**src/rtl/fifo_ctrl.sv**
```systemverilog
// Pointer, occupancy and flag controller that wraps a 2-port RAM as a synchronous FWFT FIFO.
// Occupancy is held as an explicit count so full and empty never need an extra pointer bit.
module fifo_ctrl #(
  parameter int unsigned addr_width = 3,
  parameter int unsigned af_level   = 6,
  parameter int unsigned ae_level   = 2
) (
  input  logic                  clk,
  input  logic                  reset,
  input  logic                  wr,
  input  logic                  rd,
  output logic                  we,
  output logic [addr_width-1:0] w_addr,
  output logic [addr_width-1:0] r_addr,
  output logic                  full,
  output logic                  empty,
  output logic                  almost_full,
  output logic                  almost_empty,
  output logic [addr_width:0]   count,
  output logic                  overflow,
  output logic                  underflow
);

  localparam int unsigned Depth = 2 ** addr_width;

  localparam logic [addr_width:0]   CntDepth = (addr_width + 1)'(Depth);
  localparam logic [addr_width:0]   CntOne   = (addr_width + 1)'(1);
  localparam logic [addr_width:0]   AfLevel  = (addr_width + 1)'(af_level);
  localparam logic [addr_width:0]   AeLevel  = (addr_width + 1)'(ae_level);
  localparam logic [addr_width-1:0] PtrOne   = addr_width'(1);

  if (af_level == 0 || af_level > Depth || ae_level >= Depth) begin : g_param_check
    $error("fifo_ctrl: af_level must be in 1..depth and ae_level in 0..depth-1");
  end

  logic [addr_width-1:0] r_wptr;
  logic [addr_width-1:0] r_rptr;
  logic [addr_width:0]   r_count;
  logic                  r_overflow;
  logic                  r_underflow;

  logic w_full;
  logic w_empty;
  logic w_push_ok;
  logic w_pop_ok;

  assign w_full    = (r_count == CntDepth);
  assign w_empty   = (r_count == '0);
  // A pop at full frees the slot this push reuses; an empty FIFO never reads through.
  assign w_push_ok = wr & (~w_full | rd);
  assign w_pop_ok  = rd & ~w_empty;

  always_ff @(posedge clk or posedge reset) begin
    if (reset) begin
      r_wptr      <= '0;
      r_rptr      <= '0;
      r_count     <= '0;
      r_overflow  <= 1'b0;
      r_underflow <= 1'b0;
    end else begin
      if (w_push_ok) r_wptr <= r_wptr + PtrOne;
      if (w_pop_ok)  r_rptr <= r_rptr + PtrOne;
      unique case ({w_push_ok, w_pop_ok})
        2'b10:   r_count <= r_count + CntOne;
        2'b01:   r_count <= r_count - CntOne;
        default: r_count <= r_count;
      endcase
      if (wr & ~w_push_ok) r_overflow  <= 1'b1;
      if (rd & ~w_pop_ok)  r_underflow <= 1'b1;
    end
  end

  assign we           = w_push_ok;
  assign w_addr       = r_wptr;
  assign r_addr       = r_rptr;
  assign full         = w_full;
  assign empty        = w_empty;
  assign almost_full  = (r_count >= AfLevel);
  assign almost_empty = (r_count <= AeLevel);
  assign count        = r_count;
  assign overflow     = r_overflow;
  assign underflow    = r_underflow;

endmodule

```
**config.mk**
```make
export PLATFORM = sky130hd
export DESIGN_NAME = fifo_ctrl
export DESIGN_NICKNAME = d
export VERILOG_FILES = /design/src/rtl/fifo_ctrl.sv
export SDC_FILE = /design/constraint.sdc
export NUM_CORES = 1
export LEC_CHECK = 0
export CORE_MARGIN = 4
export CORE_UTILIZATION = 45
export CTS_BUF_LIST = sky130_fd_sc_hd__clkbuf_8
export CTS_CLUSTER_DIAMETER = 50
export DETAILED_ROUTE_END_ITERATION = 8
export MAX_ROUTING_LAYER = met4
export PLACE_DENSITY_LB_ADDON = 0.1
export SKIP_CTS_REPAIR_TIMING = 1
export SYNTH_ARGS = -nofsm -noshare
export SYNTH_HDL_FRONTEND = slang
export SYNTH_SLANG_ARGS = --single-unit
export TNS_END_PERCENT = 50
```
**constraint.sdc**
```tcl
create_clock -name clk -period 3.4 [get_ports clk]
set_input_delay 0.68 -clock clk [delete_from_list [all_inputs] [get_ports clk]]
set_output_delay 0.68 -clock clk [all_outputs]
set_load 0.005 [all_outputs]
```
# Yosys cells after proc, flatten, opt, wreduce, memory -nomap -nowiden
# Cells that the tools add are included.
# W data, S select, Z words.
word_totals:
  word_cells: 26
  regBits: 12
  output_inout_bits: 17
classes:
  n_reduce_logical: 2
  mux: 1
  bitwise_logic: 9
  n_addsub: 4
  magnitude_cmp: 2
  n_eq_ne: 3
op_table:
  columns: ["operator", "n"]
  rows:
  - ["$pmux W4 S2", 1]
  - ["$add A3 B1 Y3 const B", 2]
  - ["$add A4 B1 Y4 const B", 1]
  - ["$and A1 B1 Y1", 4]
  - ["$eq A4 B4 Y1 const B", 1]
  - ["$ge A4 B3 Y1 const B", 1]
  - ["$le A4 B2 Y1 const B", 1]
  - ["$logic_not A4 Y1", 1]
  - ["$not A1 Y1", 4]
  - ["$sub A4 B1 Y4 const B", 1]
  - ["$eq A2 B1 Y1 const B", 1]
  - ["$eq A2 B2 Y1 const B", 1]
  - ["$reduce_bool A2 Y1", 1]
  - ["$or A1 B1 Y1", 1]

# Longest topological paths before layout
# Gate-level depths: netlist of run 1.
depth:
  word_depth: 6
  ltp_mapped: 8
  mapped_depth_nobuf: 7

# Least setup slack after synthesis of run 1
# No wires, ideal clock.
synth_timing:
  path_kind: "reg-to-reg"
  from: "register r_count[0], in the netlist count[0]"
  to: "register r_count[3], in the netlist count[3]"
  setup_ns: 0.134
  stages_incl_launch_ff: 9
  setup_slack_ns: 0.608
  n_path_buf: 1
  required_time_ns: 3.266
  arrival_ns: 2.658
  cell_sequence: "dfrtp_1 -> buf_6 -> or4b_4 -> o21ai_4 -> ha_1 -> ha_1 -> or4b_2 -> o311ai_0 -> o211ai_1"
synth_via:
  elab_chain_cells: 6
synth_rtl:
  columns: ["item", "line", "rtl"]
  rows:
  - ["start, declared", "38", "logic [addr_width:0] r_count;"]
  - ["start signal, assigned", "64", "2'b10: r_count <= r_count + CntOne;"]
  - ["start signal, assigned", "65", "2'b01: r_count <= r_count - CntOne;"]
  - ["start signal, assigned", "66", "default: r_count <= r_count;"]
  - ["$eq A4 B4 Y1", "47", "assign w_full = (r_count == CntDepth);"]
  - ["$not A1 Y1", "50", "assign w_push_ok = wr & (~w_full | rd);"]
  - ["$or A1 B1 Y1", "50", null]
  - ["$and A1 B1 Y1", "50", null]
  - ["$eq A2 B1 Y1 or $eq A2 B2 Y1 (tied branches)", "63", "unique case ({w_push_ok, w_pop_ok})"]
  - ["$pmux W4 S2 or $reduce_bool A2 Y1 (tied branches)", null, null]
# Several ways; a longest one is shown, not always the timed one.
# A chain may end at the register's enable or synchronous reset.

# Worst setup path in the final report of run 1
layout_timing:
  from: "input rd"
  to: "register r_count[3], in the netlist count[3]"
layout_rtl:
  columns: ["item", "line", "rtl"]
  rows:
  - ["start, declared", "11", "input logic rd,"]
  - ["$and A1 B1 Y1 (*)", "51", "assign w_pop_ok = rd & ~w_empty;"]
  - ["via w_pop_ok", "45", "logic w_pop_ok;"]
  - ["$eq A2 B1 Y1 or $eq A2 B2 Y1 (tied branches)", "63", null]
  - ["$pmux W4 S2 or $reduce_bool A2 Y1 (tied branches)", null, null]
# The timed path passes the listed nets; every way through them passes the cells marked *.

==> metrics.md, run 1 <==
| Metric | Value |
|---|---|
| Final critical path time including I/O delays and setup | `2.81 ns` |
| Die outline width | `47.5 um` |
| Proportion of layout cells with a drive suffix above 1 | `12.9%` |
| Leading post-synthesis cells by cell area | `sky130_fd_sc_hd__dfrtp_1 (43%), sky130_fd_sc_hd__ha_1 (8.9%), sky130_fd_sc_hd__xnor2_1 (5.0%)` |
| Max-cap viol count | `0` |
| Area Overhead vs Synth | `38.0%` |
| Tot Pwr | `0.000948 W` |
| CTS tree | `yes` |
| Via count | `543` |
| Worst hold path type | `register to register` |
| ANT cells | `0` |
| Clock tree sinks | `12` |
| Max Fanout on Critical Path | `5` |
| Final Cycle Share | `82.5%` |
| Global-route wire length before repair | `2280 um` |
| Fraction of synthesis flops using an asynchronous set or reset pin | `100%` |
| Floorplan die height | `47.5 um` |
| Main flop type after synthesis | `sky130_fd_sc_hd__dfrtp_1` |
| GRT Residual Overflow | `0` |
| Min Hold Slack | `0.453 ns` |
| First DRT Iteration DRCs | `9` |
| Fin. Hold Viols | `0` |
| Setup violations, final | `0` |
| Cell types with the highest counts after synthesis | `sky130_fd_sc_hd__dfrtp_1 (12), sky130_fd_sc_hd__inv_1 (7), sky130_fd_sc_hd__ha_1 (5)` |
| Filler cell count | `107` |
| Via count of the first global-routing pass | `538` |
| Area fraction of the dominant cell type after synthesis | `42.8%` |
| H-tree levels | `1` |
| NumNets Final | `96` |
| Final routed wirelength across all metal layers | `1380 um` |
| Routability cong. | `0.743` |
| Measured slew at the worst slew-check pin | `0.445 ns` |
| Pleak | `0.419 nW` |
| Die outline area | `2260 um^2` |
| Clock tree root buffer cell | `sky130_fd_sc_hd__clkbuf_8` |
| Clk Latency, worst-skew pair | `0.23 ns` |
| Count of port buffers added during placement | `20` |
| Count of different cell masters after synthesis | `27` |
| Placement Rows | `13` |
| Peak supply drop | `0.512 mV` |
| Multi-input logic area | `360 um^2` |
| Antenna viol nets, final | `0` |
| Estimated wirelength of the detail-placed design | `1060 um` |
| CTS Buf Count | `3` |
| CP endpoint kind | `register` |
| Max-slew violation total from the final report | `0` |
| Flip-flop and latch count after synthesis | `12` |
| Clk pin slew, worst setup/hold paths | `0.05 ns` |
| Crit path DAT | `2.91 ns` |
| Number of enable-type register cells in the synthesized netlist | `0` |
| Type of the worst setup path | `input port to register` |
| Result of the run | `complete, no violations` |
| Kind of start point of the critical path | `input port` |
| Global-route usage over all layers | `14.6%` |
| Worst Path Required | `3.51 ns` |
| Sequential cell area | `300 um^2` |
| Netlist Area Pre-Place | `702 um^2` |
| Routed wirelength normalized by instance count | `13.8 um` |
| Num ports | `21` |
| Maximum number of pins on one net before global-route repair | `13` |
| Core area | `1380 um^2` |
| Share of the yosys chip area belonging to registers | `42.8%` |
| Post-route clock skew | `0.00113 ns` |
| Effective utilization at floorplan | `50.8%` |
| Average instance area after synthesis | `11.3 um^2` |
| Highest achievable clock rate | `0.356 GHz` |
| Maximum buffer depth of the clock tree | `2` |
| Post-Synthesis Cells | `62` |
| Final setup TNS | `0 ns` |
| Antenna violations before repair | `0` |
| Final core utilization | `70.0%` |
| Cell Pwr Density | `979 nW/um^2` |
| Yosys warning total | `0` |
| DRT Pass-1 Iters | `2` |
| Synth area leader | `sky130_fd_sc_hd__dfrtp_1` |
| Post-route DRC violation count | `0` |
| RSZ-0062 raised after global routing | `no` |
| Vias/cell | `5.43` |
| Syn Nets | `72` |
| Remaining max-slew budget at the tightest pin | `70.3%` |
| Leading cell type by number of instances after synthesis | `sky130_fd_sc_hd__dfrtp_1` |
[sequential cells by signal, indices dropped and copies added (netlist names)]
signal,flops
w_addr,3
underflow,1
r_addr,3
count,4
overflow,1
[cell families after synthesis]
group | share of synthesized area (%)
mux | 5.35
flops | 42.8
fa+ha+maj | 11.8
xor+xnor | 7.49
buf+inv | 5.88
compound gates | 16.0
simple gates | 10.7
[final timing paths]
kind,start,to,slack (ns),cells after the start
min in group asynchronous,reset,r_addr[2]$_DFFE_PP0P_,0.75,2
worst max-delay path,rd,count[3]$_DFFE_PP0P_,0.59,7
worst min-delay path,underflow$_DFFE_PP0P_,underflow$_DFFE_PP0P_,0.45,1
worst max register to register,count[0]$_DFFE_PP0P_,count[3]$_DFFE_PP0P_,0.64,7
worst min register to register,underflow$_DFFE_PP0P_,underflow$_DFFE_PP0P_,0.45,1
max in group asynchronous,reset,count[0]$_DFFE_PP0P_,2.34,2
[power by group]
part | internal (W) | total (W) | switching, W
Combinational | 0.000308 | 0.000482 | 0.000174
Sequential | 0.000219 | 0.000315 | 0.0000962
Clock | 0.000102 | 0.000151 | 0.0000490
[critical path, cell delays in order]
cell	delay, ns
sky130_fd_sc_hd__clkdlybuf4s50_1	0.60
sky130_fd_sc_hd__o41a_1	0.29
sky130_fd_sc_hd__ha_1	0.21
sky130_fd_sc_hd__ha_1	0.28
sky130_fd_sc_hd__or4b_2	0.62
sky130_fd_sc_hd__o311ai_0	0.12
sky130_fd_sc_hd__o211ai_1	0.12
[placed cells by master (no fill, tap or decap)]
cell                              Yosys  routed
sky130_fd_sc_hd__o311ai_0             1       1
sky130_fd_sc_hd__xor2_1               2       2
sky130_fd_sc_hd__inv_1                7       7
sky130_fd_sc_hd__fa_1                 1       1
sky130_fd_sc_hd__nand4_1              1       1
sky130_fd_sc_hd__mux2_2               2       2
sky130_fd_sc_hd__or4b_4               1       1
sky130_fd_sc_hd__nor4_1               1       1
sky130_fd_sc_hd__nand3_1              1       1
sky130_fd_sc_hd__o21ai_4              1       1
sky130_fd_sc_hd__o211ai_1             2       2
sky130_fd_sc_hd__ha_1                 5       5
sky130_fd_sc_hd__a21oi_1              2       2
sky130_fd_sc_hd__a21o_1               3       3
sky130_fd_sc_hd__nor3b_1              2       2
sky130_fd_sc_hd__o21ai_0              2       2
sky130_fd_sc_hd__dfrtp_1             12      12
sky130_fd_sc_hd__mux2_4               1       1
sky130_fd_sc_hd__clkbuf_8             0       4
sky130_fd_sc_hd__clkdlybuf4s50_1      0      20
sky130_fd_sc_hd__or4b_2               1       1
sky130_fd_sc_hd__nand2_1              3       3
sky130_fd_sc_hd__a2111o_1             1       1
sky130_fd_sc_hd__nor2_1               2       2
sky130_fd_sc_hd__xnor2_1              4       4
sky130_fd_sc_hd__o41a_1               1       1
sky130_fd_sc_hd__buf_4                0       1
sky130_fd_sc_hd__a211oi_1             1       1
[metal layers]
metal	global-route usage, %	wire [um]
met5	-	0
met4	9.94	19
met3	0	51
met2	25.4	689
met1	16.3	623
[layout make-up]
type                       count  area share [%]
timing repair buffer          21            21.4
clock buffer                   4            5.68
inverter                       7            2.71
tap                           15            1.94
sequential                    12            31.0
multi-input combinational     41            37.2
[stage by stage]
stage | area (um^2) | instances | setup slack [ns]
2_1_floorplan | 702 | 62 | 0.608
3_3_place_gp | 913 | 96 | 0.412
3_5_place_dp | 913 | 96 | 0.358
4_1_cts | 968 | 100 | 0.601
5_1_grt | 968 | 100 | 0.478
6_report | 968 | 100 | 0.594
Power figures use the tool's default switching activity.
==> inputs of run 2 (changes only) <==
--- a/config.mk
+++ b/config.mk
@@ -6,7 +6,7 @@
 export NUM_CORES = 1
 export LEC_CHECK = 0
 export CORE_MARGIN = 4
-export CORE_UTILIZATION = 45
+export CORE_UTILIZATION = 43
 export CTS_BUF_LIST = sky130_fd_sc_hd__clkbuf_8
 export CTS_CLUSTER_DIAMETER = 50
 export DETAILED_ROUTE_END_ITERATION = 8
==> constraint.sdc (replaced) <==
create_clock -name clk -period 2.55 [get_ports clk]
set_input_delay 0.51 -clock clk [delete_from_list [all_inputs] [get_ports clk]]
set_output_delay 0.51 -clock clk [all_outputs]
set_load 0.005 [all_outputs]
==> metrics.md, run 2 (same netlist as run 1, synthesis figures left out) <==
| Metric | Value |
|---|---|
| Highest achievable clock rate | `0.403 GHz` |
| Filler cell count | `118 (+10%)` |
| Max stage delay on crit path | `0.58 ns (-0.04 ns)` |
| Worst setup timing slack at the placement stage | `0.0671 ns (-0.291 ns)` |
| Global-route wire length before repair | `2760 um (+21%)` |
| Measured slew at the worst slew-check pin | `0.465 ns (+0.0194 ns)` |
| Routability cong. | `0.766 (+3.1%)` |
| M2 GR Usage | `24.6% (-0.84 points)` |
| Commonest non-fill, non-tap cell in the layout | `sky130_fd_sc_hd__clkdlybuf4s50_1` |
| Final routed wirelength across all metal layers | `1570 um (+13%)` |
| Vias/cell | `5.28 (-2.7%)` |
| Routed wirelength normalized by instance count | `14.4 um (+3.9%)` |
| CTS tree | `yes` |
| Slowest library cell on the worst path | `sky130_fd_sc_hd__or4b_4` |
| Antenna viol nets, final | `0 (unchanged)` |
| Routing usage on met1 | `18.7% (+2.4 points)` |
| RSZ-0062 raised after global routing | `no` |
| Placement Rows | `14 (+1)` |
| H-tree levels | `1 (unchanged)` |
| Remaining max-slew budget at the tightest pin | `69.0% (-1.3 points)` |
| Max-cap viol count | `0 (unchanged)` |
| Clock tree root buffer cell | `sky130_fd_sc_hd__clkbuf_8` |
| Cell Pwr Density | `1280 nW/um^2 (+31%)` |
| Peak supply drop | `0.654 mV (+28%)` |
| CP Buf/Inv Count | `3 (+2)` |
| Maximum buffer depth of the clock tree | `2 (unchanged)` |
| CP endpoint kind | `output pin` |
| Estimated wirelength of the detail-placed design | `1200 um (+12%)` |
| Final worst slack | `0.0712 ns (-0.523 ns)` |
| CTS Buf Count | `3 (unchanged)` |
| Busiest metal layer after global routing | `met2` |
| DRT Pass-1 Iters | `1 (-1)` |
| Clk pin slew, worst setup/hold paths | `0.05 ns (about the same)` |
| First DRT Iteration DRCs | `0 (-9)` |
| Kind of start point of the critical path | `register` |
| Result of the run | `complete, no violations` |
| Flip-flop count of the largest register, all copies and words added | `4 (unchanged)` |
| Final Cycle Share | `97.2%` |
| Maximum number of pins on one net before global-route repair | `13 (unchanged)` |
| Cell class contributing the biggest share of worst-path delay | `buffers and inverters` |
| Proportion of layout cells with a drive suffix above 1 | `22.6% (+9.6 points)` |
| Area Overhead vs Synth | `49.6%` |
| Num ports | `21 (unchanged)` |
| Count of port buffers added during placement | `20 (unchanged)` |
| Setup violations, final | `0 (unchanged)` |
| Die outline width | `48.4 um (+1.9%)` |
| Global-route met3 utilization | `3.07% (+3.1 points)` |
| Crit path DAT | `1.97 ns (-0.94 ns)` |
| Final core utilization | `68.9% (-1.2 points)` |
| Worst hold path type | `register to register` |
| Final critical path time including I/O delays and setup | `2.48 ns` |
| Die outline area | `2340 um^2 (+3.8%)` |
| Post-route DRC violation count | `0 (unchanged)` |
| Worst Path Required | `2.04 ns (-1.47 ns)` |
| Floorplan die height | `48.4 um (+1.9%)` |
| Max-slew violation total from the final report | `0 (unchanged)` |
| ANT cells | `0 (unchanged)` |
| Via count | `576 (+6.1%)` |
| Clock tree sinks | `12 (unchanged)` |
| Most used cells in the layout excluding fill and tap cells | `sky130_fd_sc_hd__clkdlybuf4s50_1 (20), sky130_fd_sc_hd__dfrtp_1 (11), sky130_fd_sc_hd__buf_4 (9)` |
| Critical path cell sequence | `or4b_4 > o21ai_4 > buf_4 > inv_1 > clkdlybuf4s50_1` |
| Via count of the first global-routing pass | `601 (+12%)` |
| Global-route usage over all layers | `15.4% (+0.80 points)` |
| Clk Latency, worst-skew pair | `0.24 ns (about the same)` |
| NumNets Final | `104 (+8.3%)` |
| Type of the worst setup path | `register to output pin` |
| Final setup TNS | `0 ns (unchanged)` |
| GRT Residual Overflow | `0 (unchanged)` |
| Fin. Hold Viols | `0 (unchanged)` |
| Min Hold Slack | `0.452 ns (-0.000949 ns)` |
| Max Fanout on Critical Path | `4 (-1)` |
| Pleak | `0.456 nW (+8.9%)` |
| Post-route clock skew | `0.00251 ns (+0.00138 ns)` |
| Core area | `1520 um^2 (+10%)` |
| Antenna violations before repair | `0 (unchanged)` |
| Effective utilization at floorplan | `46.1% (-4.7 points)` |
==> run 2: cell count changes in the layout (fill, tap and decap cells not counted) <==
cell / before / now
sky130_fd_sc_hd__ha_1: 5 / 3
sky130_fd_sc_hd__dfrtp_1: 12 / 11
sky130_fd_sc_hd__clkbuf_8: 4 / 3
sky130_fd_sc_hd__buf_4: 1 / 9
sky130_fd_sc_hd__o311ai_0: 1 / 0
sky130_fd_sc_hd__ha_4: 0 / 2
sky130_fd_sc_hd__or4b_4: 1 / 2
sky130_fd_sc_hd__dfrtp_2: 0 / 1
sky130_fd_sc_hd__inv_1: 7 / 8
sky130_fd_sc_hd__o311ai_1: 0 / 1
sky130_fd_sc_hd__or4b_2: 1 / 0
==> run 2: power by group <==
part / internal (W) / switching [W]
Clock: 0.000106 / 0.0000702
Combinational: 0.000492 / 0.000324
Sequential: 0.000294 / 0.0000617
==> run 2: final timing paths <==
path | startpoint | depth (start not counted) | end | slack (ns)
worst max-delay path | count[0]$_DFFE_PP0P_ | 5 | we | 0.07
worst min-delay path | overflow$_DFFE_PP0P_ | 1 | overflow$_DFFE_PP0P_ | 0.45
worst max register to register | count[0]$_DFFE_PP0P_ | 8 | count[3]$_DFFE_PP0P_ | 0.12
worst min register to register | overflow$_DFFE_PP0P_ | 1 | overflow$_DFFE_PP0P_ | 0.45
max in group asynchronous | reset | 2 | count[2]$_DFFE_PP0P_ | 1.62
min in group asynchronous | reset | 2 | count[0]$_DFFE_PP0P_ | 0.58
==> run 2: layout make-up <==
type | instances | area [um^2] | share of cell area (%)
multi-input cells | 41 | 389 | 37.1
flip-flops and latches | 12 | 302 | 28.7
repair buffers | 29 | 268 | 25.5
clock buffers | 3 | 41.3 | 3.93
inverters | 7 | 26.3 | 2.50
well taps | 16 | 20.0 | 1.91
clock inverters | 1 | 3.75 | 0.358
==> run 2: layer usage <==
metal / vias up / routed length [um]
met5: - / 0
met1: 282 / 697
li1: 281 / -
met3: 2 / 63
met2: 11 / 785
met4: 0 / 21
==> run 2: per-stage QoR <==
step | total power, W | instance area, um^2 | instances
after detailed placement | 0.00118 | 997 | 104
final | 0.00135 | 1050 | 109
after CTS | 0.00137 | 1040 | 108
after global placement | 0.00116 | 997 | 104
after floorplan | 0.000779 | 732 | 62
after global routing | 0.00147 | 1050 | 109
==> inputs of run 3 (changes only) <==
--- a/config.mk
+++ b/config.mk
@@ -12,6 +12,7 @@
 export DETAILED_ROUTE_END_ITERATION = 8
 export MAX_ROUTING_LAYER = met4
 export PLACE_DENSITY_LB_ADDON = 0.1
+export SETUP_SLACK_MARGIN = 0.2
 export SKIP_CTS_REPAIR_TIMING = 1
 export SYNTH_ARGS = -nofsm -noshare
 export SYNTH_HDL_FRONTEND = slang
==> metrics.md, run 3 (same netlist as run 1, synthesis figures left out) <==
| Metric | Value |
|---|---|
| NumNets Final | `105 (+0.96%)` |
| Via count of the first global-routing pass | `607 (+1.0%)` |
| Result of the run | `complete, no violations` |
| First DRT Iteration DRCs | `8 (+8)` |
| Final routed wirelength across all metal layers | `1570 um (+0.19%)` |
| Min Hold Slack | `0.452 ns (+0.000311 ns)` |
| Final setup TNS | `0 ns (unchanged)` |
| Routability cong. | `0.766 (about the same)` |
| Vias/cell | `5.37 (+1.7%)` |
| Kind of start point of the critical path | `register` |
| Measured slew at the worst slew-check pin | `0.468 ns (+0.00353 ns)` |
| Global-route usage over all layers | `15.4% (-0.066 points)` |
| Max-slew violation total from the final report | `0 (unchanged)` |
| Die outline width | `48.4 um (unchanged)` |
| Floorplan die height | `48.4 um (unchanged)` |
| Peak supply drop | `0.716 mV (+9.4%)` |
| Sum of met2 wire segment lengths after detailed routing | `791 um (+0.76%)` |
| Num ports | `21 (unchanged)` |
| Top layer reached by signal wires | `met3` |
| ANT cells | `0 (unchanged)` |
| Post-placement cell area | `997 um^2 (unchanged)` |
| Routed wirelength normalized by instance count | `14.3 um (-0.72%)` |
| Pleak | `0.471 nW (+3.4%)` |
| Proportion of layout cells with a drive suffix above 1 | `23.4% (+0.82 points)` |
| Crit path DAT | `2.53 ns (+0.56 ns)` |
| Antenna viol nets, final | `0 (unchanged)` |
| Maximum number of pins on one net before global-route repair | `13 (unchanged)` |
| Routed length on met1 | `705 um (+1.1%)` |
| Fin. Hold Viols | `0 (unchanged)` |
| Sequential cell area | `302 um^2 (unchanged)` |
| Multi-input logic area | `389 um^2 (unchanged)` |
| Clk Latency, worst-skew pair | `0.24 ns (about the same)` |
| Highest achievable clock rate | `0.414 GHz (+2.7%)` |
| CP endpoint kind | `register` |
| Max Fanout on Critical Path | `5 (+1)` |
| Flip-flop count of the largest register, all copies and words added | `4 (unchanged)` |
| Worst hold path type | `register to register` |
| Setup violations, final | `0 (unchanged)` |
| Routed wl met3 | `73 um (+16%)` |
| Final Cycle Share | `94.6% (-2.6 points)` |
| Post-route DRC violation count | `0 (unchanged)` |
| Final design instance area without fill | `1060 um^2 (+1.3%)` |
| Clk pin slew, worst setup/hold paths | `0.05 ns (about the same)` |
| Worst reg2reg setup slack | `0.14 ns (+0.02 ns)` |
| DRT Pass-1 Iters | `4 (+3)` |
| Commonest non-fill, non-tap cell in the layout | `sky130_fd_sc_hd__clkdlybuf4s50_1` |
| Area Overhead vs Synth | `51.5%` |
| Count of port buffers added during placement | `20 (unchanged)` |
| Remaining max-slew budget at the tightest pin | `68.8% (-0.24 points)` |
| Type of the worst setup path | `register to register` |
| RSZ-0062 raised after global routing | `yes` |
| Global-route wire length before repair | `2780 um (+0.72%)` |
| Most used cells in the layout excluding fill and tap cells | `sky130_fd_sc_hd__clkdlybuf4s50_1 (19), sky130_fd_sc_hd__dfrtp_1 (11), sky130_fd_sc_hd__buf_4 (9)` |
| Filler cell count | `113 (-4.2%)` |
| GRT Residual Overflow | `0 (unchanged)` |
| Final core utilization | `69.8% (+0.90 points)` |
| Clock tree sinks | `12 (unchanged)` |
| Die outline area | `2340 um^2 (unchanged)` |
| Final critical path time including I/O delays and setup | `2.41 ns (-0.0662 ns)` |
| CTS tree | `yes` |
| H-tree levels | `1 (unchanged)` |
| Max-cap viol count | `0 (unchanged)` |
| Clock tree root buffer cell | `sky130_fd_sc_hd__clkbuf_8` |
| Maximum buffer depth of the clock tree | `2 (unchanged)` |
| Antenna violations before repair | `0 (unchanged)` |
| Estimated wirelength of the detail-placed design | `1200 um (+0.59%)` |
| Cell Pwr Density | `1270 nW/um^2 (-1.1%)` |
| Placement Rows | `14 (unchanged)` |
| Core area | `1520 um^2 (unchanged)` |
| Via count | `591 (+2.6%)` |
| Post-route clock skew | `0.00384 ns (+0.00133 ns)` |
| Effective utilization at floorplan | `46.1% (unchanged)` |
| Worst Path Required | `2.67 ns (+0.63 ns)` |
| CTS Buf Count | `3 (unchanged)` |
-- run 3: cell count changes in the layout (fill, tap and decap cells not counted) --
cell,delta
sky130_fd_sc_hd__dlymetal6s2s_1,+1
sky130_fd_sc_hd__buf_6,+1
sky130_fd_sc_hd__clkdlybuf4s50_1,-1
-- run 3: critical path, stage by stage (launching register included) --
cell and delay (ns):
sky130_fd_sc_hd__dfrtp_1 0.37, sky130_fd_sc_hd__or4b_4 0.58, sky130_fd_sc_hd__o21ai_4 0.17, sky130_fd_sc_hd__buf_4 0.14, sky130_fd_sc_hd__ha_4 0.15, sky130_fd_sc_hd__ha_4 0.21
sky130_fd_sc_hd__or4b_4 0.47, sky130_fd_sc_hd__o311ai_1 0.10, sky130_fd_sc_hd__o211ai_1 0.11
-- run 3: area by class of cell --
type	instances	share of cell area [%]
sequential	12	28.4
clock inverter	1	0.353
timing repair buffer	30	26.5
inverter	7	2.47
tap	16	1.88
clock buffer	3	3.88
multi-input combinational	41	36.6
-- run 3: metal layers --
metal | up-vias | track usage [%]
met1 | 289 | 18.5
met5 | - | -
li1 | 285 | -
met3 | 0 | 3.07
met4 | 0 | 5.53
met2 | 17 | 25.2
-- run 3: through the flow --
stage,power (W),instances,setup slack (ns)
6_report,0.00135,110,0.137
2_1_floorplan,0.000779,62,0.0537
5_1_grt,0.00147,110,0.0471
3_5_place_dp,0.00118,104,0.0656
3_3_place_gp,0.00116,104,0.0959
4_1_cts,0.00136,108,-0.0132
-- run 3: where the power goes --
group / total [W] / switching (W) / internal [W]
Clock: 0.000174 / 0.0000682 / 0.000106
Combinational: 0.000817 / 0.000322 / 0.000494
Sequential: 0.000359 / 0.0000655 / 0.000294
-- run 3: path summary, 6_finish.rpt --
check,startpoint,end,cells past startpoint
setup reg to reg,count[0]$_DFFE_PP0P_,count[3]$_DFFE_PP0P_,8
min in group asynchronous,reset,count[0]$_DFFE_PP0P_,2
max in group asynchronous,reset,count[2]$_DFFE_PP0P_,2
setup / recovery,count[0]$_DFFE_PP0P_,count[3]$_DFFE_PP0P_,8
hold / removal,overflow$_DFFE_PP0P_,overflow$_DFFE_PP0P_,1
hold reg to reg,overflow$_DFFE_PP0P_,overflow$_DFFE_PP0P_,1
